[config.mk]
export PLATFORM = sky130hd
export DESIGN_NAME = ram8_access_ctrl
export DESIGN_NICKNAME = d
export VERILOG_FILES = /design/src/rtl/ram8_access_ctrl_pkg.sv /design/src/rtl/ram8_access_ctrl.sv
export SDC_FILE = /design/constraint.sdc
export NUM_CORES = 1
export LEC_CHECK = 0
export CAP_MARGIN = 20
export CORE_MARGIN = 2
export CORE_UTILIZATION = 45
export DETAILED_ROUTE_END_ITERATION = 10
export PLACE_DENSITY = 0.84
export SETUP_SLACK_MARGIN = 0.4
export SKIP_CTS_REPAIR_TIMING = 1
export SLEW_MARGIN = 20
export SYNTH_ARGS = -nofsm -noshare
export SYNTH_HDL_FRONTEND = slang
export SYNTH_SLANG_ARGS = --single-unit
export TNS_END_PERCENT = 100
[constraint.sdc]
create_clock -name clk -period 5.15 [get_ports clk]
set_clock_uncertainty 0.05 [all_clocks]
set_input_delay 1.03 -clock clk [delete_from_list [all_inputs] [get_ports clk]]
set_output_delay 1.03 -clock clk [all_outputs]
set_load 0.05 [all_outputs]
[src/rtl/ram8_access_ctrl_pkg.sv]
// Shared definitions for the 8-word register RAM access controller:
// request opcodes, controller state encoding and small decode helpers.
package ram8_access_ctrl_pkg;

  localparam int unsigned WIDTH_DEF = 16;
  localparam int unsigned AW_DEF    = 3;

  typedef enum logic [1:0] {
    OP_READ  = 2'b00,
    OP_WRITE = 2'b01,
    OP_CLEAR = 2'b10,
    OP_FILL  = 2'b11
  } op_e;

  typedef enum logic [2:0] {
    ST_IDLE  = 3'd0,
    ST_READ  = 3'd1,
    ST_WRITE = 3'd2,
    ST_SWEEP = 3'd3,
    ST_RESP  = 3'd4
  } state_e;

  // CLEAR and FILL both walk the whole array; only the written value differs.
  function automatic logic is_sweep_op(input op_e op);
    return (op == OP_CLEAR) || (op == OP_FILL);
  endfunction

  function automatic state_e op_to_state(input op_e op);
    state_e st;
    case (op)
      OP_READ:  st = ST_READ;
      OP_WRITE: st = ST_WRITE;
      default:  st = ST_SWEEP;
    endcase
    return st;
  endfunction

endpackage

[src/rtl/ram8_access_ctrl.sv]
// Request/response front end for the 8x16 register RAM: serialises single-word
// read/write and whole-array clear/fill sweeps behind a valid/ready request port.
module ram8_access_ctrl
  import ram8_access_ctrl_pkg::*;
#(
  parameter int WIDTH = 16,
  parameter int AW    = 3
) (
  input  logic             clk,
  input  logic             reset,
  input  logic             req_valid,
  output logic             req_ready,
  input  logic [1:0]       req_op,
  input  logic [AW-1:0]    req_addr,
  input  logic [WIDTH-1:0] req_data,
  output logic             rsp_valid,
  output logic [WIDTH-1:0] rsp_data,
  output logic             busy,
  output logic [WIDTH-1:0] ram_in,
  output logic             ram_load,
  output logic [AW-1:0]    ram_address,
  input  logic [WIDTH-1:0] ram_out,
  output logic [2:0]       dbg_state
);

  // Handshake: a request is accepted on a rising edge where req_valid and
  // req_ready are both high and reset is low. req_ready is high only in IDLE;
  // requests presented at other times are ignored, never queued. rsp_valid is
  // a single-cycle pulse with no backpressure; rsp_data holds until the next one.

  localparam logic [AW-1:0] LAST_ADDR = {AW{1'b1}};

  state_e           state_q, state_d;
  op_e              op_q, op_d;
  logic [AW-1:0]    addr_q, addr_d;
  logic [WIDTH-1:0] data_q, data_d;
  logic [AW-1:0]    cnt_q, cnt_d;
  logic [WIDTH-1:0] rsp_data_q, rsp_data_d;
  logic [AW-1:0]    ram_addr_q, ram_addr_d;

  logic             accept;
  logic             sweep_last;
  logic [WIDTH-1:0] sweep_val;

  assign accept     = req_valid && (state_q == ST_IDLE);
  assign sweep_last = (cnt_q == LAST_ADDR);
  assign sweep_val  = (op_q == OP_CLEAR) ? '0 : data_q;

  // State register
  always_ff @(posedge clk) begin
    if (reset) begin
      state_q <= ST_IDLE;
    end else begin
      state_q <= state_d;
    end
  end

  // Next-state logic
  always_comb begin
    state_d = state_q;
    case (state_q)
      ST_IDLE: begin
        if (accept) begin
          state_d = op_to_state(op_e'(req_op));
        end
      end
      ST_READ:  state_d = ST_RESP;
      ST_WRITE: state_d = ST_RESP;
      ST_SWEEP: begin
        if (sweep_last) begin
          state_d = ST_RESP;
        end
      end
      ST_RESP:  state_d = ST_IDLE;
      default:  state_d = ST_IDLE;
    endcase
  end

  // Output logic
  always_comb begin
    req_ready   = (state_q == ST_IDLE);
    busy        = (state_q != ST_IDLE);
    rsp_valid   = (state_q == ST_RESP);
    rsp_data    = rsp_data_q;
    dbg_state   = state_q;
    ram_address = ram_addr_q;
    ram_in      = '0;
    ram_load    = 1'b0;
    case (state_q)
      ST_READ: begin
        ram_address = addr_q;
      end
      ST_WRITE: begin
        ram_address = addr_q;
        ram_in      = data_q;
        ram_load    = !reset;
      end
      ST_SWEEP: begin
        ram_address = cnt_q;
        ram_in      = sweep_val;
        ram_load    = !reset;
      end
      default: begin
        ram_address = ram_addr_q;
      end
    endcase
  end

  // Request latch, sweep counter, response register and address hold
  always_comb begin
    op_d       = op_q;
    addr_d     = addr_q;
    data_d     = data_q;
    cnt_d      = cnt_q;
    rsp_data_d = rsp_data_q;
    ram_addr_d = ram_address;
    if (accept) begin
      op_d   = op_e'(req_op);
      addr_d = req_addr;
      data_d = req_data;
      cnt_d  = '0;
    end
    case (state_q)
      ST_READ:  rsp_data_d = ram_out;
      ST_WRITE: rsp_data_d = data_q;
      ST_SWEEP: begin
        if (sweep_last) begin
          rsp_data_d = sweep_val;
        end else begin
          cnt_d = cnt_q + 1'b1;
        end
      end
      default: ;
    endcase
  end

  always_ff @(posedge clk) begin
    if (reset) begin
      op_q       <= OP_READ;
      addr_q     <= '0;
      data_q     <= '0;
      cnt_q      <= '0;
      rsp_data_q <= '0;
      ram_addr_q <= '0;
    end else begin
      op_q       <= op_d;
      addr_q     <= addr_d;
      data_q     <= data_d;
      cnt_q      <= cnt_d;
      rsp_data_q <= rsp_data_d;
      ram_addr_q <= ram_addr_d;
    end
  end

endmodule
==> impl_metrics.ini, run 1 <==
[clock_network]
clkTransAtPathRegs_ns = 0.09
clkSinkCount = 46
clock_latency_ns = 0.30
h-tree-depth = 2
cts_tree = yes
root_buffer = clkbuf_8
clockBufferDepth = 2
cts_made_buffers = 5

[synth]
synth_top_area_frac = 0.404
yosysWarningCount = 0
ys_top_cells_by_count = nand2_1, dfxtp_1, inv_1
ys_top_cells_by_area = dfxtp_1, nand2_1, and3b_1
synth_area_um2 = 2280
seq_area_frac_synth = 0.404
syn_nets = 316
ys_ff_latch = 46
synth_cell_type_count = 31
avgSynthCellArea_um2 = 8.32
synth_most_common_cell = nand2_1
synth_area_leader_cell = dfxtp_1
synth-edff-count = 0
synth_async_sr_flop_share = 0
synth_ff_type = dfxtp_1
syn_inst = 274

[timing]
hold_viol_final = 0
fin_crit_sh = 0.720
max_freq_ghz = 0.270
max_slew_margin = 0.476
maxSlewViolCount = 0
setup_tns_ns = 0
rsz0062_at_grt = false
setup_violations = 0
worst_slew_pin_slew_ns = 0.784
fin_crit_ns = 3.71

[setup_path]
slowest_stage = dfxtp_1
cp_top_family = buffers and inverters
arrival_ns = 2.63
critical-path-max-stage-delay_ns = 0.80
crit_required_ns = 4.07
path_max_fanout = 28
worstSetupEndpointType = primary output
critPathLaunchType = register
crit_type = register to primary output
path_buf_inv = 2
crit_chain = nand2b_1 -> buf_4 -> o221a_2 -> clkdlybuf4s50_1

[drt]
route.vias.total = 2091
drt_wl_total_um = 5600
drc = 0
drt_first_iter_violations = 134
drt-pass1-iter-count = 4
drt.antenna.violating_nets = 0
wire_per_inst_um = 13.7
viasPerCell = 5.13

[global_routing]
grt-ovfl-total = 0
antenna_found_initial = 0
grt_usage = 0.197
grt_pass1_vias = 1862
grt_max_degree = 47
grt_pass1_wl_um = 8510

[place]
io_buffers = 81
dpl-instance-area_um2 = 3050
dp_cells = 399
dp_hpwl_um = 4010
gp_congestion = 0.800

[floorplanning]
start_util = 0.474
ios = 82
coreArea_um2 = 4820
die_w_um = 75.2
rows = 25
die_h_um = 75.2
dieArea_um2 = 5650

[finish]
post-route-util = 0.657
fill_cells = 416
fin_cells = 408
antenna-diode-count = 0
design_area_um2 = 3170
drive_above_1_share = 0.0880
syn2layout_area_growth_pct = 38.8
nNetsFinal = 382

[pwr]
pwr_density_cell_nw_per_um2 = 305
leakage_nw = 1.33
ir_drop_v = 0.000159
p_total_mw = 0.966

[outcome]
status = finished clean

[worst_hold_path]
hp-class = register to register

[job]
cap_viol_max_count = 0
==> cell usage in the layout, fill, tap and decap left out, types with 2 or more instances in the layout <==
cell,n
dfxtp_1,46
inv_1,34
or4b_1,3
and3b_1,16
a221oi_1,7
clkbuf_8,8
nor3_1,6
a21oi_1,23
mux2i_1,2
nor2_1,6
mux2_2,3
nand2b_1,2
o21ai_0,4
nand2_1,58
buf_4,2
clkdlybuf4s50_1,80
o22ai_1,16
ha_1,2
a221oi_2,9
==> registers in the layout, indices dropped and copies added, names as in the netlist <==
signal / flops
cnt_q: 3
addr_q: 3
rsp_data: 16
ram_addr_q: 3
dbg_state: 3
data_q: 16
op_q: 2
==> area by class of cell <==
class / count / area [um^2] / share of cell area
Multi-Input combinational cell: 169 / 1090 / 0.346
Sequential cell: 46 / 921 / 0.291
Timing Repair Buffer: 84 / 835 / 0.264
Inverter: 34 / 128 / 0.0403
Clock buffer: 7 / 96.3 / 0.0304
Tap cell: 67 / 83.8 / 0.0265
Clock inverter: 1 / 8.76 / 0.00277
==> cells by family (layout without fill, tap and decap cells) <==
group,Yosys count,count (layout),synth area share
AOI/OAI and AO/OA,62,62,0.206
xor gates and xnor gates,1,1,0.00384
adders and majority gates,2,2,0.0110
buffers and inverters,59,126,0.117
DFF,46,46,0.404
muxes,5,5,0.0236
and+or+nand+nor,99,99,0.235
==> stage by stage <==
step           worst slack, ns  hold slack [ns]
4_1_cts                   1.45            0.410
2_1_floorplan             1.49            0.381
3_3_place_gp              1.86            0.389
6_report                  1.44            0.406
3_5_place_dp              1.80            0.398
5_1_grt                   1.29            0.431
==> power breakdown <==
group,internal [mW],switching (mW)
sequential,0.389,0.0257
combinational,0.124,0.185
clock,0.123,0.118
total,0.636,0.329
==> tightest hold or removal path: stages, from the launching register on <==
cell and delay, ns:
dfxtp_1 0.31, nand2_1 0.05, a21oi_1 0.05
==> worst paths after layout <==
path	end	startpoint	slack (ns)	depth (start not counted)
min	data_q[15]	data_q[15]	0.41	2
max reg2reg	rsp_data[1]	dbg_state[0]	2.70	3
max	ram_address[2]	dbg_state[2]	1.44	4
min reg2reg	data_q[15]	data_q[15]	0.41	2
==> layer usage <==
| layer | share of wire | track usage |
|---|---|---|
| met4 | 0.014 | 0.0702 |
| met5 | 0 | 0 |
| met2 | 0.45 | 0.301 |
| met1 | 0.47 | 0.267 |
| met3 | 0.067 | 0.0549 |
No activity file was read; power rests on OpenSTA's default activity.
==> run 2: changes to the inputs <==
==> constraint.sdc (replaced) <==
create_clock -name clk -period 3.85 [get_ports clk]
set_clock_uncertainty 0.05 [all_clocks]
set_input_delay 0.77 -clock clk [delete_from_list [all_inputs] [get_ports clk]]
set_output_delay 0.77 -clock clk [all_outputs]
set_load 0.05 [all_outputs]
==> impl_metrics.ini, run 2 (synthesis gave the netlist of run 1 again) <==
[outcome]
status = finished clean

[finish]
layout_common_cells = clkdlybuf4s50_1, nand2_1, dfxtp_1
antenna-diode-count = 0
final_common_cell = clkdlybuf4s50_1
fin_cells = 411
nNetsFinal = 385
design_area_um2 = 3170
drive_above_1_share = 0.0959
syn2layout_area_growth_pct = 39.1

[setup_path]
crit_chain = buf_4 -> or4b_2 -> o221a_2 -> clkdlybuf4s50_1
worstSetupEndpointType = primary output
path_buf_inv = 2
critical-path-max-stage-delay_ns = 0.70
path_max_fanout = 18
crit_type = register to primary output
arrival_ns = 2.50
slowest_stage = clkdlybuf4s50_1
critPathLaunchType = register
cp_top_family = buffers and inverters
crit_required_ns = 3.03

[drt]
route.vias.total = 2130
drt_wl_total_um = 5730
drc = 0
drt_first_iter_violations = 64
wire_per_inst_um = 14.0
viasPerCell = 5.18
drt-pass1-iter-count = 4
drt.antenna.violating_nets = 0

[timing]
max_freq_ghz = 0.301
max_slew_margin = 0.521
rsz0062_at_grt = false
hold_ws_ns = 0.411
fin_crit_sh = 0.863
maxSlewViolCount = 0
hold_viol_final = 0
worst_slew_pin_slew_ns = 0.718
setup_violations = 0
fin_crit_ns = 3.32
setup_tns_ns = 0

[clock_network]
clkTransAtPathRegs_ns = 0.08
root_buffer = clkbuf_8
cts_tree = yes
cts_made_buffers = 5
clkSinkCount = 46
clock_latency_ns = 0.30
clockBufferDepth = 2
h-tree-depth = 2

[global_routing]
antenna_found_initial = 0
grt_pass1_wl_um = 8940
grt_max_degree = 47
grt_usage = 0.205
grt_pass1_vias = 1932
grt-ovfl-total = 0

[floorplanning]
die_w_um = 75.2
die_h_um = 75.2
rows = 25
coreArea_um2 = 4820
start_util = 0.474
dieArea_um2 = 5650
ios = 82

[place]
gp_congestion = 0.797
dpl-instance-area_um2 = 3070
dp_hpwl_um = 4190
io_buffers = 81
dp_cells = 402

[pwr]
pwr_density_cell_nw_per_um2 = 403
leakage_nw = 1.33
ir_drop_v = 0.000215

[worst_hold_path]
hp-class = register to register

[job]
cap_viol_max_count = 0
-- run 2: power breakdown --
part	internal, mW	switching [mW]	leakage, nW
registers	0.520	0.0281	0.377
logic	0.167	0.256	0.910
clock network	0.144	0.162	0.0472
-- run 2: worst reg2reg max path, cell delays in order, from the launching register on --
cell      delay [ns]
dfxtp_1         0.67
nor2b_1         0.20
buf_4           0.23
a21bo_1         0.62
a221oi_1        0.21
-- run 2: final timing paths --
| check | end | start | slack, ns | cells past startpoint |
|---|---|---|---|---|
| worst min-delay path | data_q[11] | data_q[11] | 0.41 | 2 |
| worst max register to register | rsp_data[1] | dbg_state[0] | 1.72 | 4 |
| worst max-delay path | ram_address[2] | dbg_state[1] | 0.53 | 4 |
| worst min register to register | data_q[11] | data_q[11] | 0.41 | 2 |
-- run 2: final cells by class --
class	count	area [um^2]
Clock inverter	2	12.5
Fill cell	421	1640
Multi-Input combinational cell	169	1090
Clock buffer	6	82.6
Tap cell	67	83.8
Timing Repair Buffer	87	851
Inverter	34	128
Sequential cell	46	921
-- run 2: routing by layer --
layer  track usage  vias up  wire length [um]
met5             0        -                 0
met1         0.273      978              2550
met3        0.0295        9               271
met4        0.0799        0               119
met2         0.336       65              2800
li1              -     1078                 -
-- run 2: per-stage QoR --
step | power [mW] | utilization | worst slack (ns)
after floorplan | 0.848 | - | 0.453
after global placement | 0.974 | 0.637 | 0.827
after detailed placement | 0.982 | 0.637 | 0.753
after CTS | 1.28 | 0.657 | 0.426
after global routing | 1.33 | 0.659 | 0.430
final | 1.28 | 0.659 | 0.526
==> run 3: changes to the inputs <==
--- a/config.mk
+++ b/config.mk
@@ -7,12 +7,11 @@
 export LEC_CHECK = 0
 export CAP_MARGIN = 20
 export CORE_MARGIN = 2
-export CORE_UTILIZATION = 45
+export CORE_UTILIZATION = 35
 export DETAILED_ROUTE_END_ITERATION = 10
-export PLACE_DENSITY = 0.84
+export PLACE_DENSITY = 0.69
 export SETUP_SLACK_MARGIN = 0.4
 export SKIP_CTS_REPAIR_TIMING = 1
-export SLEW_MARGIN = 20
 export SYNTH_ARGS = -nofsm -noshare
 export SYNTH_HDL_FRONTEND = slang
 export SYNTH_SLANG_ARGS = --single-unit
==> impl_metrics.ini, run 3 (synthesis gave the netlist of run 1 again) <==
[setup_path]
critPathLaunchType = register
worstSetupEndpointType = primary output
worstRegToRegCells = 4
arrival_ns = 2.45
path_max_fanout = 16
crit_required_ns = 3.03
crit_type = register to primary output

[global_routing]
grt_pass1_vias = 2024
grt-ovfl-total = 0
antenna_found_initial = 0
grt_max_degree = 47
grt_pass1_wl_um = 10000
grt_usage = 0.174

[drt]
drt_first_iter_violations = 116
drc = 0
drt_wl_total_um = 6000
route.vias.total = 2071
wire_per_inst_um = 14.2
drt.antenna.violating_nets = 0
drt-pass1-iter-count = 4
viasPerCell = 4.92

[pwr]
power_switching_mw = 0.459
leakage_nw = 1.33
p_clk_frac = 0.237
p_seq_frac = 0.434
p_int_mw = 0.814
combPwrFrac = 0.329
swShare = 0.361
pwr_density_cell_nw_per_um2 = 401
ir_drop_v = 0.000168

[timing]
worst_slew_pin_slew_ns = 0.850
setup_violations = 0
max_freq_ghz = 0.306
maxSlewViolCount = 0
fin_crit_ns = 3.27
setup_tns_ns = 0
rsz0062_at_grt = false
setup_ws_ns = 0.583
hold_viol_final = 0
max_slew_margin = 0.431
fin_crit_sh = 0.849

[place]
dp_slack_ns = 0.737
io_buffers = 81
dp_hpwl_um = 4290
gp_congestion = 0.815

[clock_network]
clockBufferDepth = 2
clock_latency_ns = 0.30
clkTransAtPathRegs_ns = 0.09
cts_tree = yes
h-tree-depth = 2
cts_made_buffers = 5
root_buffer = clkbuf_8
clkSinkCount = 46

[floorplanning]
dieArea_um2 = 7180
rows = 29
start_util = 0.361
die_w_um = 84.7
coreArea_um2 = 6310
ios = 82
die_h_um = 84.7

[worst_hold_path]
hp-class = register to register
min_delay_path_depth = 2

[finish]
nNetsFinal = 385
antenna-diode-count = 0
final_common_cell = clkdlybuf4s50_1
drive_above_1_share = 0.0988
layout_common_cells = clkdlybuf4s50_1, nand2_1, dfxtp_1
syn2layout_area_growth_pct = 39.1

[outcome]
status = finished clean

[job]
cap_viol_max_count = 0
run 3: cell count changes in the layout (fill, tap and decap cells not counted), sizes merged:
cell           delta
clkdlybuf4s50     -2
clkbuf            -1
clkinv            +1
buf               +2
run 3: metrics by stage:
stage / hold slack, ns / power, mW / util / instances / area (um^2)
2_1_floorplan: 0.381 / 0.848 / - / 274 / 2280
3_3_place_gp: 0.390 / 0.980 / 0.487 / 412 / 3080
3_5_place_dp: 0.396 / 0.984 / 0.487 / 412 / 3080
4_1_cts: 0.409 / 1.28 / 0.501 / 420 / 3170
5_1_grt: 0.430 / 1.33 / 0.503 / 421 / 3170
6_report: 0.407 / 1.27 / 0.503 / 421 / 3170
run 3: path summary, 6_finish.rpt:
kind / start / endpoint / slack [ns]
worst min-delay path: data_q[0] / data_q[0] / 0.41
worst min register to register: data_q[0] / data_q[0] / 0.41
worst max-delay path: dbg_state[0] / ram_address[2] / 0.58
worst max register to register: dbg_state[0] / rsp_data[3] / 1.65
run 3: power groups by stage:
stage	registers (mW)	logic, mW	clock network, mW
after floorplan	0.631	0.217	0
after global placement	0.561	0.419	0
after detailed placement	0.563	0.421	0
after CTS	0.552	0.422	0.310
after global routing	0.559	0.448	0.328
final	0.552	0.419	0.301
run 3: final cells by class:
| cell class | instances | area (um^2) |
|---|---|---|
| sequential | 46 | 921 |
| timing repair buffer | 87 | 846 |
| clock buffer | 5 | 68.8 |
| fill | 632 | 3140 |
| inverter | 34 | 128 |
| tap | 77 | 96.3 |
| multi-input combinational | 169 | 1090 |
| clock inverter | 3 | 21.3 |
run 3: per-layer routing:
metal / routed length (um) / share of wire / global-route usage
met1: 2850 / 0.47 / 0.231
met4: 119 / 0.020 / 0.0649
met5: 0 / 0 / 0
met2: 2730 / 0.46 / 0.278
met3: 302 / 0.050 / 0.0374
run 3: worst max-delay path, stage by stage, from the launching register on:
cell and delay, ns:
dfxtp_1 0.66, or4b_2 0.63, o221a_2 0.15, clkdlybuf4s50_1 0.70
